$ cat src/rtl/media_cmd_arbiter.sv
// -----------------------------------------------------------------------------
// media_cmd_arbiter
//   Arbitrates volume/song commands from a Bluetooth UART byte stream and four
//   debounced buttons. It grants one command at a time and applies it to a
//   saturating volume level and a wrapping song index. After each applied
//   command it locks out new requests for HOLDOFF_CYC cycles.
//
// Parameters
//   HOLDOFF_CYC : lock-out cycles after each applied command (>= 1)
//   VOL_MAX     : top volume level (<= 3), bottom is 0
//   SONG_MAX    : highest song index (<= 15), lowest is 1
//
// Ports
//   clk      in   system clock
//   rst_n    in   asynchronous active-low reset
//   bt_data  in   [7:0] byte from the UART receiver ('1'..'4' are commands)
//   bt_valid in   one-cycle strobe qualifying bt_data
//   btn_req  in   [3:0] button pulses: 0 vol up, 1 vol down, 2 prev, 3 next
//   vol      out  [1:0] current volume level
//   song     out  [3:0] current song index
//   upd      out  one-cycle pulse when vol/song (or mute) changed value
//   busy     out  high while in the hold-off window
//   drop     out  one-cycle pulse when a valid request was discarded
//   mute     out  mute state (only when MEDIA_MUTE_EN is defined)
//
// Optional feature macro: MEDIA_MUTE_EN
//   Adds the mute port and makes BT byte 0x35 a mute toggle. While muted, vol
//   reads 0 but the internal level is kept; vol up/down clears mute.
// -----------------------------------------------------------------------------
module media_cmd_arbiter #(
  parameter int HOLDOFF_CYC = 50000000,
  parameter int VOL_MAX     = 3,
  parameter int SONG_MAX    = 7
) (
  input  logic       clk,
  input  logic       rst_n,
  input  logic [7:0] bt_data,
  input  logic       bt_valid,
  input  logic [3:0] btn_req,
  output logic [1:0] vol,
  output logic [3:0] song,
  output logic       upd,
  output logic       busy,
  output logic       drop
`ifdef MEDIA_MUTE_EN
  ,
  output logic       mute
`endif
);

  localparam int CNT_W = (HOLDOFF_CYC > 1) ? $clog2(HOLDOFF_CYC) : 1;
  localparam logic [CNT_W-1:0] CNT_LOAD = CNT_W'(HOLDOFF_CYC - 1);
  localparam logic [1:0] VOL_TOP  = 2'(VOL_MAX);
  localparam logic [3:0] SONG_TOP = 4'(SONG_MAX);

  typedef enum logic [1:0] {
    ST_IDLE  = 2'd0,
    ST_APPLY = 2'd1,
    ST_HOLD  = 2'd2
  } state_t;

  typedef enum logic [2:0] {
    CMD_VUP  = 3'd0,
    CMD_VDN  = 3'd1,
    CMD_PREV = 3'd2,
    CMD_NEXT = 3'd3,
    CMD_MUTE = 3'd4
  } cmd_t;

  // last_grant encoding: which source won the most recent grant
  localparam logic GRANT_BT  = 1'b0;
  localparam logic GRANT_BTN = 1'b1;

  state_t           state_r;
  cmd_t             cmd_r;
  logic [CNT_W-1:0] cnt_r;
  logic [1:0]       level_r;
  logic [1:0]       vol_r;
  logic [3:0]       song_r;
  logic             mute_r;
  logic             upd_r;
  logic             busy_r;
  logic             drop_r;
  logic             last_grant_r;

  logic             bt_req_s;
  cmd_t             bt_cmd_s;
  logic             btn_req_s;
  cmd_t             btn_cmd_s;
  logic             any_req_s;
  logic [1:0]       level_nx_s;
  logic [3:0]       song_nx_s;
  logic             mute_nx_s;
  logic [1:0]       vol_nx_s;
  logic             upd_nx_s;

  // Decode the BT byte into a command; unknown bytes are not requests.
  always_comb begin
    bt_req_s = 1'b0;
    bt_cmd_s = CMD_VUP;
    if (bt_valid) begin
      case (bt_data)
        8'h31: begin bt_req_s = 1'b1; bt_cmd_s = CMD_VUP;  end
        8'h32: begin bt_req_s = 1'b1; bt_cmd_s = CMD_VDN;  end
        8'h33: begin bt_req_s = 1'b1; bt_cmd_s = CMD_PREV; end
        8'h34: begin bt_req_s = 1'b1; bt_cmd_s = CMD_NEXT; end
`ifdef MEDIA_MUTE_EN
        8'h35: begin bt_req_s = 1'b1; bt_cmd_s = CMD_MUTE; end
`endif
        default: begin bt_req_s = 1'b0; bt_cmd_s = CMD_VUP; end
      endcase
    end else begin
      bt_req_s = 1'b0;
    end
  end

  // Decode buttons; the lowest set bit wins and the rest vanish silently.
  always_comb begin
    btn_req_s = 1'b1;
    btn_cmd_s = CMD_VUP;
    if (btn_req[0]) begin
      btn_cmd_s = CMD_VUP;
    end else if (btn_req[1]) begin
      btn_cmd_s = CMD_VDN;
    end else if (btn_req[2]) begin
      btn_cmd_s = CMD_PREV;
    end else if (btn_req[3]) begin
      btn_cmd_s = CMD_NEXT;
    end else begin
      btn_req_s = 1'b0;
    end
  end

  assign any_req_s = bt_req_s | btn_req_s;

  // Next control values for the latched command (used only in APPLY).
  always_comb begin
    level_nx_s = level_r;
    song_nx_s  = song_r;
    mute_nx_s  = mute_r;
    case (cmd_r)
      CMD_VUP: begin
        mute_nx_s = 1'b0;
        if (level_r < VOL_TOP) level_nx_s = level_r + 2'd1;
        else                   level_nx_s = level_r;
      end
      CMD_VDN: begin
        mute_nx_s = 1'b0;
        if (level_r != 2'd0) level_nx_s = level_r - 2'd1;
        else                 level_nx_s = level_r;
      end
      CMD_PREV: begin
        if (song_r <= 4'd1) song_nx_s = SONG_TOP;
        else                song_nx_s = song_r - 4'd1;
      end
      CMD_NEXT: begin
        if (song_r >= SONG_TOP) song_nx_s = 4'd1;
        else                    song_nx_s = song_r + 4'd1;
      end
      CMD_MUTE: begin
        mute_nx_s = ~mute_r;
      end
      default: begin
        level_nx_s = level_r;
      end
    endcase
    vol_nx_s = mute_nx_s ? 2'd0 : level_nx_s;
    // A mute toggle always counts as a change, so upd fires on every toggle.
    upd_nx_s = (level_nx_s != level_r) || (song_nx_s != song_r) ||
               (mute_nx_s != mute_r);
  end

  // Arbitration FSM with registered outputs and hold-off counter.
  always_ff @(posedge clk or negedge rst_n) begin
    if (!rst_n) begin
      state_r      <= ST_IDLE;
      cmd_r        <= CMD_VUP;
      cnt_r        <= '0;
      level_r      <= VOL_TOP;
      vol_r        <= VOL_TOP;
      song_r       <= 4'd1;
      mute_r       <= 1'b0;
      upd_r        <= 1'b0;
      busy_r       <= 1'b0;
      drop_r       <= 1'b0;
      last_grant_r <= GRANT_BTN;
    end else begin
      upd_r  <= 1'b0;
      drop_r <= 1'b0;
      case (state_r)
        ST_IDLE: begin
          if (bt_req_s && btn_req_s) begin
            // Tie: the source that did not win last time gets the grant.
            state_r <= ST_APPLY;
            drop_r  <= 1'b1;
            if (last_grant_r == GRANT_BTN) begin
              cmd_r        <= bt_cmd_s;
              last_grant_r <= GRANT_BT;
            end else begin
              cmd_r        <= btn_cmd_s;
              last_grant_r <= GRANT_BTN;
            end
          end else if (bt_req_s) begin
            state_r      <= ST_APPLY;
            cmd_r        <= bt_cmd_s;
            last_grant_r <= GRANT_BT;
          end else if (btn_req_s) begin
            state_r      <= ST_APPLY;
            cmd_r        <= btn_cmd_s;
            last_grant_r <= GRANT_BTN;
          end else begin
            state_r <= ST_IDLE;
          end
        end
        ST_APPLY: begin
          level_r <= level_nx_s;
          song_r  <= song_nx_s;
          mute_r  <= mute_nx_s;
          vol_r   <= vol_nx_s;
          upd_r   <= upd_nx_s;
          cnt_r   <= CNT_LOAD;
          busy_r  <= 1'b1;
          drop_r  <= any_req_s;
          state_r <= ST_HOLD;
        end
        ST_HOLD: begin
          drop_r <= any_req_s;
          if (cnt_r == '0) begin
            state_r <= ST_IDLE;
            busy_r  <= 1'b0;
          end else begin
            cnt_r <= cnt_r - {{(CNT_W-1){1'b0}}, 1'b1};
          end
        end
        default: begin
          state_r <= ST_IDLE;
          busy_r  <= 1'b0;
        end
      endcase
    end
  end

  assign vol  = vol_r;
  assign song = song_r;
  assign upd  = upd_r;
  assign busy = busy_r;
  assign drop = drop_r;
`ifdef MEDIA_MUTE_EN
  assign mute = mute_r;
`endif

endmodule

$ cat config.mk
export PLATFORM = sky130hd
export DESIGN_NAME = media_cmd_arbiter
export DESIGN_NICKNAME = d
export VERILOG_FILES = /design/src/rtl/media_cmd_arbiter.sv
export SDC_FILE = /design/constraint.sdc
export NUM_CORES = 1
export LEC_CHECK = 0
export ABC_AREA = 1
export CAP_MARGIN = 20
export CORE_ASPECT_RATIO = 0.75
export CORE_MARGIN = 2
export CORE_UTILIZATION = 45
export DETAILED_ROUTE_END_ITERATION = 10
export DONT_BUFFER_PORTS = 1
export SYNTH_ARGS = -nofsm -noshare
export SYNTH_HDL_FRONTEND = slang
export SYNTH_SLANG_ARGS = --single-unit
$ cat constraint.sdc
create_clock -name clk -period 2.1 [get_ports clk]
set_clock_uncertainty 0.05 [all_clocks]
set_input_delay 0.525 -clock clk [delete_from_list [all_inputs] [get_ports clk]]
set_output_delay 0.525 -clock clk [all_outputs]
set_load 0.01 [all_outputs]
==> impl_metrics.csv <==
group,metric,value,unit
cts,clock_sink_count,43,
critical_path,worstSetupPathType,"reg2reg",
drt,wl,7120,µm
drt,drtIter0Drc,204,
global_route,grt-ovfl-total,0,
timing,timing.hold.ws,-0.003182,ns
critical_path,endpoint_kind,"flip-flop",
cts,clock-root-buffer,"clkbuf_8",
synth,synth_seq_area_share,0.3654,
drt,wl_per_cell,13.91,µm
cells_and_area,nets,453,
cts,cts_setup_buffers,0,
drt,ant_nets,0,
timing,fin_crit_sh,0.9250,
placement,place_inst,502,
synth,synthArstFlopShare,1.000,
synth,syn_area,2965,µm²
min_path,hold_path_class,"in2async",
critical_path,path_max_fanout,35,
synth,syn_avg_cell_area,6.977,µm²
critical_path,crit_arrival,2.08,ns
critical_path,r2r.worst_path.cells,9,
synth,netlist-cell-type-count,31,
pwr,peakVddDrop,0.2101,mV
global_route,grtUsageTotal,0.2113,
drt,vias_per_cell,5.238,
drt,drc_errors,0,
cts,cts_buffer_depth,2,
cts,h-tree-depth,2,
drt,via_count,2682,
placement,place_congestion,0.9127,
outcome,outcome,"finished with violations",
die,fp.dieW,97.74,µm
run,cap_violations,0,
global_route,grt_start_max_net_pins,38,
die,dieArea,7262,µm²
cells_and_area,mostFrequentLayoutCell,"nand2_1",
cells_and_area,area_growth,6.835,%
cells_and_area,final_cell_mix,"nand2_1, nor2_1, inv_1",
pwr,leakage,0.001569,µW
synth,yosys_register_bits,43,
timing,worst_pin_slew,0.3737,ns
timing,fin_tns_setup,0,ns
die,rows,25,
cells_and_area,num_antenna_cells,0,
synth,synth_edf_count,0,
timing,rsz0062_at_grt,"false",
synth,ys.flop_type,"dfrtp_1",
timing,max-slew-margin-rel,0.7500,
cts,numCtsBuffers,5,
cells_and_area,stdcell_count,512,
synth,syn_nets,448,
cts,clock_latency,0.31,ns
critical_path,critPathLaunchType,"flip-flop",
cts,path_clk_slew,0.09,ns
timing,fin_crit,1.943,ns
outcome,violations,"negative hold slack",
timing,finalSetupViolations,0,
drt,dr.pass1.iters,4,
pwr,power.density,462.3,nW/µm²
die,core_area,6350,µm²
timing,max_freq,0.5148,GHz
die,io_pins,24,
cts,tritoncts,"yes",
synth,ys_warn_count,0,
placement,dp_hpwl,5203,µm
global_route,grt_pass1_wl,12200,µm
global_route,antenna_found_initial,0,
cells_and_area,drive_gt1_frac,0.09513,
placement,portBuffers,0,
synth,synthCells,425,
timing,hold_viol,5,
critical_path,critPathRequiredTime,2.24,ns
global_route,grt_pass1_vias,2473,
die,start_util,0.4670,
timing,slew_violations,0,
die,die_height,74.30,µm
-- state kept, by name, summed over array words and instances, names as in the netlist --
| name | count |
|---|---|
| state_r | 2 |
| song | 4 |
| last_grant_r | 1 |
| cmd_r | 2 |
| mute_r | 1 |
| level_r | 2 |
| vol | 2 |
| busy | 1 |
| upd | 1 |
| drop | 1 |
| cnt_r | 26 |
-- through the flow --
step           instance area (µm²)  setup WS [ns]  total power, µW  utilization
2_1_floorplan                 2965         0.4413            861.5            -
3_3_place_gp                  3029         0.1729            863.8       0.4770
3_5_place_dp                  3029        0.09235            864.6       0.4770
4_1_cts                       3149        0.08151             1478       0.4960
5_1_grt                       3168        0.01014             1526       0.4989
6_report                      3168         0.1575             1464       0.4989
-- logic make-up after synthesis --
| group | Yosys count | synth area share |
|---|---|---|
| flip-flops | 43 | 0.3654 |
| adder cells (fa/ha/maj) | 8 | 0.03376 |
| AND/OR/NAND/NOR | 245 | 0.3553 |
| XOR/XNOR | 14 | 0.04135 |
| buffers and inverters | 63 | 0.09620 |
| AO/OA/AOI/OAI | 52 | 0.1080 |
-- per-layer routing --
metal | wire, µm | global-route usage | vias up
met2 | 2834 | 0.3011 | 81
li1 | - | - | 1376
met4 | 111 | 0.05247 | 0
met3 | 496 | 0.04229 | 14
met1 | 3678 | 0.3278 | 1211
met5 | 0 | 0 | -
-- critical path, stage by stage, from the launching register on --
cell and delay [ns]:
dfrtp_1 0.37, inv_1 0.08, ha_1 0.23, nand2_2 0.11, nor2_4 0.18, nand4_2 0.12
nand2_2 0.25, nand2_8 0.23, o21ai_0 0.15, nand2_1 0.07
-- what timing repair did --
| action | 4_1_cts | 5_1_grt |
|---|---|---|
| endpoints found under the hold margin | 37 | 6 |
| setup endpoints to repair | 0 | 17 |
| gates resized for setup | 0 | 1 |
| hold buffers | 1 | 1 |
-- path summary, 6_finish.rpt --
kind,slack (ns),endpoint,start
worst min-delay path,-0.003,cnt_r[16],rst_n
worst max-delay path,0.16,cnt_r[14],cnt_r[0]
min in group clk,0.36,cmd_r[1],btn_req[1]
worst max register to register,0.16,cnt_r[14],cnt_r[0]
worst min register to register,0.47,last_grant_r,last_grant_r
max in group asynchronous,1.18,level_r[0],rst_n
-- synthesized netlist by cell type, types with 5 or more instances --
| library cell | count | share of area |
|---|---|---|
| nand4_1 | 11 | 0.023 |
| o21ai_1 | 6 | 0.010 |
| dfstp_2 | 6 | 0.053 |
| nand3_1 | 49 | 0.083 |
| o21ai_2 | 11 | 0.032 |
| ha_1 | 8 | 0.034 |
| nand2_1 | 114 | 0.14 |
| a21oi_1 | 6 | 0.010 |
| o21ai_0 | 21 | 0.035 |
| xnor2_1 | 5 | 0.015 |
| dfrtp_1 | 37 | 0.31 |
| nor2_1 | 58 | 0.073 |
| xor2_1 | 9 | 0.027 |
| inv_1 | 52 | 0.066 |
-- report_power, final --
part,leakage [µW],switching (µW),internal [µW]
Sequential,0.000481,0.442,828
Combinational,0.00104,29.6,12.4
Clock,0.0000515,293,301
Total,0.00157,323,1140
-- final cells by class --
class                           instances  area (µm²)
Inverter                               52       195.2
Clock buffer                            8       100.1
Tap cell                               81       101.3
Timing Repair Buffer                    9       82.58
Multi-Input combinational cell        319        1605
Fill cell                             636        3182
Sequential cell                        43        1084
Note: power is estimated with default switching activity, not from simulation.
